==> config.mk <==
export PLATFORM = sky130hd
export DESIGN_NAME = i2c_poll_sequencer
export DESIGN_NICKNAME = d
export VERILOG_FILES = /design/src/rtl/i2c_poll_sequencer.sv
export SDC_FILE = /design/constraint.sdc
export NUM_CORES = 1
export LEC_CHECK = 0
export CORE_ASPECT_RATIO = 1.75
export CORE_MARGIN = 8
export CORE_UTILIZATION = 50
export DETAILED_ROUTE_END_ITERATION = 16
export HOLD_SLACK_MARGIN = 0.06
export PLACE_DENSITY = 0.83
export REMOVE_ABC_BUFFERS = 1
export SLEW_MARGIN = 0
export SYNTH_ARGS = -nofsm -noshare
export SYNTH_HDL_FRONTEND = slang
export SYNTH_SLANG_ARGS = --single-unit
==> constraint.sdc <==
create_clock -name clk -period 4.8 [get_ports clk]
set_input_delay 0.48 -clock clk [delete_from_list [all_inputs] [get_ports clk]]
set_output_delay 0.48 -clock clk [all_outputs]
set_load 0.02 [all_outputs]
==> src/rtl/i2c_poll_sequencer.sv <==
// Polling sequencer for a single-byte I2C read master: periodic start, timeout
// recovery through the master's reset, valid/ready sample register and statistics.
module i2c_poll_sequencer #(
  parameter int PERIOD  = 1000,
  parameter int TIMEOUT = 200,
  parameter int CNT_W   = 16
) (
  input  logic             clk,
  input  logic             rstn,
  input  logic             enable,
  input  logic [6:0]       address_cfg,
  output logic             rx_start,
  output logic [6:0]       rx_address,
  output logic             rx_rstn,
  input  logic             rx_finished,
  input  logic [7:0]       rx_data,
  input  logic             rx_ack,
  output logic [7:0]       out_data,
  output logic             out_nack,
  output logic             out_valid,
  input  logic             out_ready,
  output logic             busy,
  output logic [CNT_W-1:0] sample_count,
  output logic [CNT_W-1:0] nack_count,
  output logic [CNT_W-1:0] drop_count
);

  localparam int PW = $clog2(PERIOD);
  localparam int TW = $clog2(TIMEOUT);
  localparam logic [PW-1:0] P_LAST = PW'(PERIOD - 1);
  localparam logic [TW-1:0] T_LAST = TW'(TIMEOUT - 1);

  typedef enum logic [2:0] {
    IDLE, ISSUE, WAIT_DONE, CAPTURE, HOLDOFF, RECOVER
  } state_t;

  state_t          state;
  logic [PW-1:0]   pcnt;
  logic [TW-1:0]   tcnt;
  logic            rec_second;
  logic [7:0]      cap_data;
  logic            cap_ack;
  logic            issue_now;

  function automatic logic [CNT_W-1:0] sat_inc(input logic [CNT_W-1:0] v);
    return (&v) ? v : v + 1'b1;
  endfunction

  always_comb begin
    // NOTE: every variable assigned in always_comb gets a default first so no latch is inferred.
    issue_now = 1'b0;
    if (enable) begin
      if (state == IDLE)
        issue_now = 1'b1;
      else if (state == HOLDOFF && pcnt >= P_LAST)
        issue_now = 1'b1;
    end
  end

  // NOTE: sequential state uses non-blocking assignments so every register samples pre-edge values.
  always_ff @(posedge clk or negedge rstn) begin
    if (!rstn) begin
      state        <= IDLE;
      pcnt         <= '0;
      tcnt         <= '0;
      rec_second   <= 1'b0;
      cap_data     <= '0;
      cap_ack      <= 1'b0;
      rx_start     <= 1'b0;
      rx_address   <= '0;
      rx_rstn      <= 1'b0;
      out_data     <= '0;
      out_nack     <= 1'b0;
      out_valid    <= 1'b0;
      busy         <= 1'b0;
      sample_count <= '0;
      nack_count   <= '0;
      drop_count   <= '0;
    end else begin
      rx_start <= 1'b0;
      rx_rstn  <= 1'b1;
      if (pcnt != P_LAST) pcnt <= pcnt + 1'b1;
      if (out_ready) out_valid <= 1'b0;

      case (state)
        ISSUE: begin
          tcnt  <= tcnt + 1'b1;
          state <= WAIT_DONE;
        end
        WAIT_DONE: begin
          // finished takes priority over the timeout limit in the same cycle
          if (rx_finished) begin
            cap_data <= rx_data;
            cap_ack  <= rx_ack;
            busy     <= 1'b0;
            state    <= CAPTURE;
          end else if (tcnt == T_LAST) begin
            rx_rstn    <= 1'b0;
            rec_second <= 1'b0;
            busy       <= 1'b0;
            drop_count <= sat_inc(drop_count);
            state      <= RECOVER;
          end else begin
            tcnt <= tcnt + 1'b1;
          end
        end
        CAPTURE: begin
          if (!out_valid || out_ready) begin
            out_data     <= cap_data;
            out_nack     <= ~cap_ack;
            out_valid    <= 1'b1;
            sample_count <= sat_inc(sample_count);
          end else begin
            drop_count <= sat_inc(drop_count);
          end
          if (!cap_ack) nack_count <= sat_inc(nack_count);
          state <= HOLDOFF;
        end
        RECOVER: begin
          if (!rec_second) begin
            rx_rstn    <= 1'b0;
            rec_second <= 1'b1;
          end else begin
            state <= HOLDOFF;
          end
        end
        HOLDOFF: if (!enable) state <= IDLE;
        default: ;
      endcase

      if (issue_now) begin
        rx_start   <= 1'b1;
        rx_address <= address_cfg;
        pcnt       <= '0;
        tcnt       <= '0;
        busy       <= 1'b1;
        state      <= ISSUE;
      end
    end
  end

endmodule

# After elaboration in Yosys (flattened, before gate mapping)
# Cells that the tools add are included.
word_totals:
  register_bits: 99
  latch_bits: 0
  mem_bits_rw: 0
  rom_bits: 0
  inputBits: 21
  memories: 0
classes:
  addsub: 5
  n_mul: 0
  div: 0
  n_lt_le_gt_ge: 1
  eq_ne: 15
  shifts: 0
  mux: 34
  n_bitwise: 3
  reduce_logical: 23
ops:
  columns: ["op", "n"]
  rows:
  - ["$mux 16", 4]
  - ["$add 16x1->16 const B", 3]
  - ["$reduce_and 16->1", 3]
  - ["$pmux 16 s2", 1]
  - ["$mux 8", 3]
  - ["$mux 10", 2]
  - ["$pmux 8 s2", 1]
  - ["$mux 1", 15]
  - ["$mux 3", 5]
  - ["$pmux 3 s5", 1]
  - ["$ne 3x3->1 const B", 4]
  - ["$reduce_and 3->1", 4]
  - ["$add 10x1->10 const B", 1]
  - ["$ge 10x10->1 const B", 1]
  - ["$ne 10x10->1 const B", 1]
  - ["$add 8x1->8 const B", 1]
  - ["$eq 8x8->1 const B", 1]
  - ["$reduce_and 4->1", 2]
  - ["$reduce_bool 2->1", 4]
  - ["$eq 3x2->1 const B", 2]
  - ["$eq 3x3->1 const B", 2]
  - ["$ne 2x2->1 const B", 3]
  - ["$reduce_and 2->1", 3]
  - ["$reduce_bool 3->1", 2]
  - ["9 further kinds", 12]

# Longest topological paths before layout
logic_depth:
  ltp_word: 7
  depth_mapped: 7
  mapped_depth_nobuf: 6

# Worst setup path after synthesis
# No wires, ideal clock.
synth_timing:
  kind: "register to register"
  from: "register drop_count[0]"
  to: "register drop_count[1]"
  setup_time_ns: 0.125
  arrival_time_ns: 1.853
  slack_ns: 2.822
  stages_incl_launch_ff: 7
  period_less_slack_ns: 1.978
  cell_sequence: "dfrtp_1 -> ha_1 -> and4_1 -> and4bb_2 -> o21ba_2 -> buf_6 -> mux2_2"
synth_between:
  elab_chain_len: 5
  word_cells_on_any_way: 7
synth_lines:
  columns: ["element", "line", "text"]
  rows:
  - ["start, declared", "25", "output logic [CNT_W-1:0] drop_count"]
  - ["start signal, assigned", "101", "drop_count <= sat_inc(drop_count);"]
  - ["start signal, assigned", "114", "drop_count <= sat_inc(drop_count);"]
  - ["$add 16x1->16 / $reduce_and 16->1 (equally long branches)", "46", "return (&v) ? v : v + 1'b1;"]
  - ["$mux 16 *", "46", null]
  - ["$mux 16", "97", "end else if (tcnt == T_LAST) begin"]
  - ["$mux 16", "92", "if (rx_finished) begin"]
  - ["$pmux 16 s2 *", "85", "case (state)"]
# Every way passes the cells marked *; elsewhere a longest branch is shown, timed or not. The select of a mux whose other input is x is not followed.
# A chain may end at the register's enable or synchronous reset.

# Worst setup path after layout
layout_timing:
  from: "register pcnt[0]"
  to: "register rx_address[3]"
layout_between:
  elab_chain_len: 5
layout_lines:
  columns: ["element", "line", "text"]
  rows:
  - ["start, declared", "38", "logic [PW-1:0] pcnt;"]
  - ["start signal, assigned", "82", "if (pcnt != P_LAST) pcnt <= pcnt + 1'b1;"]
  - ["$ge 10x10->1", "55", "else if (state == HOLDOFF && pcnt >= P_LAST)"]
  - ["$logic_and 1x1->1", "55", null]
  - ["$mux 1", "55", null]
  - ["$mux 1", "53", "if (state == IDLE)"]
  - ["$mux 1", "52", "if (enable) begin"]
  - ["end signal, assigned", "133", "rx_address <= address_cfg;"]
  - ["end, declared", "13", "output logic [6:0] rx_address,"]
# Every way passes these cells.

==> results by group <==
Yosys
  • Synth Flop Type: dfrtp_1
  • Synth Instances: 426
  • Ys async rst share: 100.0%
  • Synth top area share: 53.88%
  • EDFF count, synth: 0
  • Synth area leaders: dfrtp_1 54%, xnor2_1 5.3%, mux2_2 4.9%
  • Mapped Avg Cell Area: 10.79 sq um
  • Cell with the most instances after synthesis: dfrtp_1
  • Cell variety after synth: 52
  • Synth cell count leaders: 99 x dfrtp_1, 55 x nand2_1, 47 x nor2_1, 28 x xnor2_1, 25 x xor2_1
  • Post-synthesis sequential area ratio: 53.88%
  • Synth area leader: dfrtp_1
  • Synth warn: 0
  • Synthesized cell area: 4598 sq um
  • #FFs+latches synth: 99

Timing
  • Worst-margin pin slew: 826.4 ps
  • Rel. slew slack: 44.79%
  • RSZ-0062 raised after global routing: false
  • Minimum clock period after layout: 2339 ps
  • Skew final: 8.252 ps
  • Final hold violation count: 0
  • Total negative slack: 0 ps
  • Fin crit share: 48.72%
  • Final setup viols: 0
  • FMAX: 427.6 MHz
  • Slew Limit Fails: 0

Drt
  • Via count: 3523
  • Top sig layer: met4
  • WL met1: 3811 microns
  • Initial DRC count: 134
  • Post-Route WL: 10270 microns
  • DR WL/cell: 15.98 microns
  • WL met3: 556 microns
  • First-pass DRT Iterations: 5
  • Met2 WL: 5634 microns
  • Final ANT Viol Nets: 0
  • Via/cell ratio: 5.479
  • Remaining DRCs: 0

Clock tree
  • Cts bufs inserted: 9
  • CTS tree: done
  • CTS Buffer Depth: 2
  • Hold-fix buffers, CTS: 0
  • Root buf cell: clkbuf_16
  • Clock transition at path regs: 70 ps
  • Htree depth: 3
  • Clk Latency, worst-skew pair: 350 ps
  • CTS Sinks: 99
  • CTS resizes: 0
  • Postcts setup bufs: 0

Worst hold path
  • Type of the worst min-delay path: in2async

Die
  • # rows: 46
  • Die area: 12640 sq um
  • Core area: 8979 sq um
  • Die X: 88.49 microns
  • I/O Pins: 89
  • Initial Util: 51.21%
  • Die Y-Extent: 142.9 microns

Cells and area
  • Ant. Diodes: 0
  • Register area: 2477 sq um
  • Multi-input gate area: 2043 sq um
  • Final net count: 544
  • Area Overhead vs Synth: 27.73%
  • Fill cells: 726
  • Final core occ: 65.41%
  • Layout cells sized above 1: 10.33%

Critical path
  • Kind of critical path: reg2reg
  • Worst-path maximum fanout: 16
  • R2R Path Start: pcnt[0]
  • Crit path capture type: register
  • Req. time, crit path: 5030 ps
  • Startpoint type of the worst setup path: register
  • R2R Path End: rx_address[3]
  • Setup slack, reg-to-reg: 2460 ps
  • Reg2Reg Depth: 6
  • CP arrival: 2570 ps

Placed design
  • RePlAce Congestion: 0.8665
  • I/O Buffers: 88
  • Post-DP HPWL: 7688 microns

Global route
  • First-pass GRT wire length: 17060 microns
  • Tot GR Track Use: 17.29%
  • Gr ovfl total: 0
  • Initial antenna violation count: 0
  • Largest net degree at the start of global routing: 66
  • Vias in the first global route: 3593

Pwr
  • Pwr per Cell Area: 265.2 nW/um^2
  • Static leakage: 2.606 nW
  • Worst IR Drop VDD: 0.0002445 V
  • Total power: 1.557 mW

Run status
  • Status: finished clean

Flow run
  • Max-cap violations: 0
-- cell families after synthesis --
logic type      count (synthesis)  share of synthesized area (%)
flops                          99                          53.88
fa+ha+maj                       5                          1.361
mux                            22                          5.333
simple gates                  198                          22.72
xor+xnor                       53                          10.10
compound gates                 34                          4.925
buf+inv                        15                          1.687
-- through the flow --
stage          instances  setup WS, ps  hold slack (ps)  cell area [sq um]
2_1_floorplan        417          2730            184.4               4543
3_3_place_gp         627          2277            445.5               5587
3_5_place_dp         627          2196            455.4               5587
4_1_cts              643          2437            80.89               5873
5_1_grt              643          2287            101.7               5873
6_report             643          2461            73.04               5873
-- flip-flops by register name, indices dropped and copies added, names as in the netlist, 3 cells and up --
signal	count
nack_count	16
pcnt	10
sample_count	16
tcnt	8
cap_data	8
drop_count	16
out_data	8
rx_address	7
state	3
-- metal layers --
layer  global-route usage [%]  up-vias
met2                    30.09      107
li1                         -     1657
met5                        0        -
met1                    18.71     1738
met3                    4.030       21
met4                    8.789        0
-- worst max-delay path: stages (launching register included) --
cell	delay [ps]
dfrtp_1	400
ha_1	200
nand2_1	100
a211o_1	300
a21oi_2	570
buf_4	310
mux2_2	350
-- report_power, final --
part           internal, mW         switching (mW)
clock                 0.360                  0.330
combinational        0.0147                 0.0189
sequential            0.834  0.0000000000000000236
total                  1.21                  0.349
-- cell type report --
class / instances / share of cell area, %
clock buffer: 9 / 3.835
timing repair buffer: 90 / 15.21
tap: 120 / 2.556
sequential: 99 / 42.18
inverter: 6 / 0.3835
clock inverter: 7 / 1.044
multi-input combinational: 312 / 34.79
-- layout by cell type, fill, tap and decap left out, drive strengths merged, types with 10 or more instances in the layout --
cell type      count
nor3              15
nand3             24
mux2              20
xor2              25
nand2             55
dfrtp             99
nor2              47
o21ai             10
xnor2             28
clkdlybuf4s50     87
nand4             10
-- worst max-delay path by stage --
stage,startpoint,slack [ps],endpoint
6_report,pcnt[0],2460,rx_address[3]
5_1_grt,state[0],2290,sample_count[3]
4_1_cts,pcnt[0],2440,rx_address[3]
3_5_place_dp,out_ready,2200,sample_count[1]
3_3_place_gp,out_ready,2280,sample_count[1]
2_1_floorplan,pcnt[0],2730,rx_address[0]
(Power assumes the default switching activity.)
